File: src/rtl/pipelined_lookahead_subtractor_pkg.sv
// Shared constants and the per-stage payload carried down the subtractor pipeline.
package pipelined_lookahead_subtractor_pkg;

    localparam int WIDTH_DEFAULT   = 64;
    localparam int STAGES_DEFAULT  = 4;
    localparam int SLICE_W         = WIDTH_DEFAULT / STAGES_DEFAULT;
    localparam int CELLS_PER_SLICE = SLICE_W / 2;

    // Operands ride along whole; each stage only reads its own slice, so the
    // already-consumed low operand bits are dead and fall away in synthesis.
    typedef struct packed {
        logic [WIDTH_DEFAULT-1:0] a;
        logic [WIDTH_DEFAULT-1:0] b;
        logic [WIDTH_DEFAULT-1:0] diff;
        logic                     borrow;
        logic                     zero;
        logic                     a_sgn;
        logic                     b_sgn;
    } stage_t;

endpackage

File: src/rtl/pipelined_lookahead_subtractor_cls.sv
// 2-bit borrow-lookahead cell: DIFF = A - B - BIN over two bits, BOUT resolved in one level.
module cls_subtractor
    import pipelined_lookahead_subtractor_pkg::*;
(
    input  logic [1:0] A,
    input  logic [1:0] B,
    input  logic       BIN,
    output logic [1:0] DIFF,
    output logic       BOUT
);

    logic [1:0] w_g;
    logic [1:0] w_p;
    logic       w_b1;

    // generate: a=0,b=1 always borrows; propagate: a==b passes the incoming borrow
    assign w_g  = ~A & B;
    assign w_p  = ~(A ^ B);
    assign w_b1 = w_g[0] | (w_p[0] & BIN);
    assign BOUT = w_g[1] | (w_p[1] & w_g[0]) | (w_p[1] & w_p[0] & BIN);
    assign DIFF = {A[1] ^ B[1] ^ w_b1, A[0] ^ B[0] ^ BIN};

endmodule

File: src/rtl/pipelined_lookahead_subtractor.sv
// Four-stage valid/ready pipelined A - B; each stage resolves one slice of DIFF
// from its operand slice and the registered borrow of the previous stage.
module pipelined_lookahead_subtractor
    import pipelined_lookahead_subtractor_pkg::*;
#(
    parameter int WIDTH  = WIDTH_DEFAULT,
    parameter int STAGES = STAGES_DEFAULT
) (
    input  logic             CLK,
    input  logic             RST_N,
    input  logic             IN_VALID,
    output logic             IN_READY,
    input  logic [WIDTH-1:0] A,
    input  logic [WIDTH-1:0] B,
    output logic             OUT_VALID,
    input  logic             OUT_READY,
    output logic [WIDTH-1:0] DIFF,
    output logic             BORROW,
    output logic             OVERFLOW,
    output logic             ZERO
);

    localparam int SW = WIDTH / STAGES;
    localparam int NC = SW / 2;

    logic [STAGES-1:0] w_vld;
    logic [STAGES-1:0] w_load;
    stage_t            w_last;
    logic              w_last_v;
    logic              w_unused;

    // A stage loads if it is empty or its successor is moving; bubbles collapse.
    always_comb begin
        logic w_l;
        w_load           = '0;
        w_l              = !w_vld[STAGES-1] || OUT_READY;
        w_load[STAGES-1] = w_l;
        for (int k = STAGES - 2; k >= 0; k--) begin
            w_l       = !w_vld[k] || w_l;
            w_load[k] = w_l;
        end
    end

    assign IN_READY = w_load[0];

    for (genvar k = 0; k < STAGES; k++) begin : g_stg
        stage_t        w_in;
        stage_t        w_out;
        stage_t        r_q;
        logic          w_up_v;
        logic          r_v;
        logic [NC:0]   w_bc;
        logic [SW-1:0] w_d;

        if (k == 0) begin : g_head
            always_comb begin
                w_in       = '0;
                w_in.a     = A;
                w_in.b     = B;
                w_in.zero  = 1'b1;
                w_in.a_sgn = A[WIDTH-1];
                w_in.b_sgn = B[WIDTH-1];
            end
            assign w_up_v = IN_VALID;
        end else begin : g_body
            assign w_in   = g_stg[k-1].r_q;
            assign w_up_v = g_stg[k-1].r_v;
        end

        assign w_bc[0] = w_in.borrow;
        for (genvar c = 0; c < NC; c++) begin : g_cell
            cls_subtractor u_cell (
                .A    (w_in.a[k*SW + 2*c +: 2]),
                .B    (w_in.b[k*SW + 2*c +: 2]),
                .BIN  (w_bc[c]),
                .DIFF (w_d[2*c +: 2]),
                .BOUT (w_bc[c+1])
            );
        end

        always_comb begin
            w_out                   = w_in;
            w_out.diff[k*SW +: SW]  = w_d;
            w_out.borrow            = w_bc[NC];
            w_out.zero              = w_in.zero && (w_d == '0);
        end

        // Data only moves with a real operation so stalled or idle outputs hold.
        always_ff @(posedge CLK) begin
            if (!RST_N) begin
                r_v <= 1'b0;
                r_q <= '0;
            end else begin
                if (w_load[k]) r_v <= w_up_v;
                if (w_load[k] && w_up_v) r_q <= w_out;
            end
        end

        assign w_vld[k] = r_v;
    end

    assign w_last   = g_stg[STAGES-1].r_q;
    assign w_last_v = g_stg[STAGES-1].r_v;
    assign w_unused = ^{w_last.a, w_last.b};

    assign OUT_VALID = w_last_v;
    assign DIFF      = w_last.diff;
    assign BORROW    = w_last.borrow;
    assign ZERO      = w_last.zero;
    assign OVERFLOW  = (w_last.a_sgn ^ w_last.b_sgn) & (w_last.diff[WIDTH-1] ^ w_last.a_sgn);

endmodule

File: config.mk
export PLATFORM = sky130hd
export DESIGN_NAME = pipelined_lookahead_subtractor
export DESIGN_NICKNAME = d
export VERILOG_FILES = /design/src/rtl/pipelined_lookahead_subtractor_pkg.sv /design/src/rtl/pipelined_lookahead_subtractor_cls.sv /design/src/rtl/pipelined_lookahead_subtractor.sv
export SDC_FILE = /design/constraint.sdc
export NUM_CORES = 1
export LEC_CHECK = 0
export CAP_MARGIN = 20
export CORE_UTILIZATION = 55
export DETAILED_ROUTE_END_ITERATION = 10
export PLACE_DENSITY = 0.85
export SYNTH_ARGS = -nofsm -noshare
export SYNTH_HDL_FRONTEND = slang
export SYNTH_SLANG_ARGS = --single-unit
File: constraint.sdc
create_clock -name CLK -period 3.9 [get_ports CLK]
set_input_delay 0.39 -clock CLK [delete_from_list [all_inputs] [get_ports CLK]]
set_output_delay 0.39 -clock CLK [all_outputs]
set_load 0.02 [all_outputs]
==> results by group <==
Status
  – Outcome: completed

GRT
  – First-pass GRT wire length: 63000 µm
  – Antenna violations before repair: 1
  – GRT Total Usage: 0.247
  – Largest net degree at the start of global routing: 133
  – GRT overflow: 0
  – Vias in the first global route: 12.6k

Yosys
  – Post-synth EDFFs: 0
  – Register area share after synthesis: 0.436
  – Synth Area per Inst: approximately 8.5 µm²
  – Synth unique cells: 49
  – Syn Std Cell Area: 0.0168 mm²
  – Gate Count Post-Synth: 1982
  – Net count after synthesis: 2209
  – Synth warn: 0
  – Main synth FF type: dfxtp_1
  – Synthesized flop and latch total: 366
  – Ys async rst share: 0

Floorplan
  – Initial core utilization: 0.562
  – Num rows: 63
  – Core Region: 0.0299 mm²
  – Io pins: 201
  – Die height: 177 µm
  – Chip width: 177 µm
  – Die area: approximately 0.031 mm²

Final layout
  – # nets final: 2290
  – Synth-to-layout area growth: 17.4%
  – Share of cells above drive strength 1: 0.0483

Timing
  – Tmin final: 3.23 ns
  – Fmax: about 0.31 GHz
  – Final period util: 0.828
  – Setup TNS: 0 ns
  – RSZ-0062 raised after global routing: false
  – Slew Limit Fails: 0
  – Clk_skew: approximately 0.014 ns
  – Setup violators final: 0
  – Endpoints failing hold: 0
  – Measured slew at the worst slew-check pin: about 0.93 ns
  – Final WS setup: 0.670 ns
  – Rel. slew slack: 0.376

Clock tree
  – Skew-Pair Late Insertion Delay: 0.52 ns
  – CTS sink count: ~370
  – Clk slew on worst S/H paths: 0.06 ns
  – Post-cts resize count: 0
  – CTS buffer count: 38
  – CTS tree: built
  – Clock tree buffer depth: 3
  – Setup Fix Bufs, Post-CTS: 0
  – CTS root buf: clkbuf_16
  – CTS Hold Buffers Added: 0
  – H-tree level count: 2

Placement
  – Routability cong.: ~0.9
  – Detail Placement HPWL: 27300 µm
  – Port Buffer Count: 200
  – Dpl ws: 0.644 ns

Detailed routing
  – Via count: 13.2k
  – Drt pass-1 iters: 5
  – Number of remaining DRC errors: 0
  – DR WL/cell: 15.4 µm
  – Total Routed Length: 38100 µm
  – Post-route ant nets: 0
  – DR iter-0 viols: 1038
  – Routed vias/inst: 5.34

Critical path
  – Slowest CP cell: fa_1
  – Worst path required time: around 4.4 ns
  – Critical path peak fanout: 4
  – Max incr delay on CP: 0.39 ns
  – Most Frequent Cell on Critical Path: nand4_1
  – CP arrival: 3.68 ns
  – Critical path class: flop to flop
  – Delay-heaviest family, CP: compound AO/OA/AOI/OAI gates
  – CP Launch Type: flop
  – Crit. End Element: flop
  – Bufs and invs on worst path: 1
  – CP cell instances: inv_1 > ha_1 > a211oi_1 > o21ai_0 > o211ai_1 > a21o_1 > nand2_1 > fa_1 > xor2_1 > nand4_1 > nor4b_1 > nand4_1 > a21boi_0

Power
  – Leakage power figure: 0.00754 µW
  – Pwr Total: 8400 µW
  – Pwr/cell area: about 430 mW/mm²
  – Maximum VDD drop: between 0.2 and 0.25 mV

Job
  – Max-cap violations: 0

Min path
  – Hold crit path type: primary input to flop
[area by class of cell]
type                    count  area [µm²]
fillers                  2371       10200
clock inverters            11        85.1
clock buffers              57        1110
inverters                  79         297
well taps                 390         488
diodes                      1        2.50
multi-input cells        1355        8210
flip-flops and latches    366        7330
repair buffers            223        2190
[flip-flops by register name, summed over array words and instances, names as in the netlist]
| name | flops |
|---|---|
| BORROW | 1 |
| DIFF | 64 |
| OUT_VALID | 1 |
| ZERO | 1 |
| g_stg.r_q | 296 |
| g_stg.r_v | 3 |
[synth_stat cells, drive strengths merged (8+ instances only)]
cell type	number	share of area
inv	79	0.018
a211oi	10	0.0045
buf	109	0.043
a21oi	19	0.0057
nand2b	8	0.0030
nand4	10	0.0037
a21o	13	0.0059
fa	32	0.038
nand2	703	0.16
dfxtp	366	0.44
o211ai	12	0.0057
ha	63	0.047
o211a	32	0.019
clkbuf	73	0.016
xnor2	27	0.014
nor2	12	0.0027
o21ai	26	0.0084
a21boi	323	0.14
[cells in the final DEF (no fill, tap or decap), types with 6 or more instances in the layout]
cell	synthesis	layout
a211oi_1	10	10
a21boi_0	300	300
a21boi_1	23	22
a21o_1	12	12
a21oi_1	19	19
buf_4	66	22
clkbuf_1	73	10
clkbuf_16	0	38
clkbuf_8	0	10
clkdlybuf4s50_1	0	199
dfxtp_1	366	366
fa_1	32	32
ha_1	63	63
inv_1	79	79
nand2_1	702	700
nand2b_1	8	8
nand4_1	10	10
nor2_1	12	12
nor4_1	6	6
o211a_1	32	32
o211ai_1	11	11
o21ai_0	23	23
xnor2_1	27	27
[final timing paths]
| kind | start | to | slack (ns) | cells past startpoint |
|---|---|---|---|---|
| worst min register to register | g_stg[0].r_q[110]$_SDFFE_PN0P_ | g_stg[0].r_q[110]$_SDFFE_PN0P_ | 0.45 | 2 |
| worst max register to register | g_stg[0].r_q[148]$_SDFFE_PN0P_ | g_stg[1].r_q[2]$_SDFFE_PN0P_ | 0.67 | 13 |
| worst min-delay path | B[30] | g_stg[0].r_q[98]$_SDFFE_PN0P_ | 0.42 | 3 |
| worst max-delay path | g_stg[0].r_q[148]$_SDFFE_PN0P_ | g_stg[1].r_q[2]$_SDFFE_PN0P_ | 0.67 | 13 |
[metal layers]
layer	vias up	part of all wire	track usage
li1	6569	-	-
met4	0	0.017	0.0600
met5	-	0	0
met3	55	0.061	0.0337
met1	6230	0.48	0.359
met2	389	0.44	0.384
[worst min-delay path: cells and delay by family]
family | cells | cell delay, ns
buffers and inverters | 1 | 0.40
AO/OA/AOI/OAI | 1 | 0.05
AND/OR/NAND/NOR | 1 | 0.06
[where the power goes]
part           total [µW]  switching [µW]  internal [µW]
clock network        3440            1450           1990
registers            3950            83.0           3870
logic                1010             550            462
total                8400            2080           6320
[cells by family after synthesis]
family          share of synthesized area
xor+xnor                           0.0162
simple gates                        0.184
fa+ha+maj                          0.0851
buf+inv                            0.0770
flops                               0.436
compound gates                      0.202
[metrics by stage]
| stage | utilization | instance area (µm²) | cells | hold WS [ns] |
|---|---|---|---|---|
| 2_1_floorplan | - | 16800 | 1982 | 0.435 |
| 3_3_place_gp | 0.620 | 18500 | 2413 | 0.443 |
| 3_5_place_dp | 0.620 | 18500 | 2413 | 0.446 |
| 4_1_cts | 0.660 | 19700 | 2481 | 0.405 |
| 5_1_grt | 0.660 | 19700 | 2482 | 0.416 |
| 6_report | 0.660 | 19700 | 2482 | 0.418 |
Power figures use the tool's default switching activity.
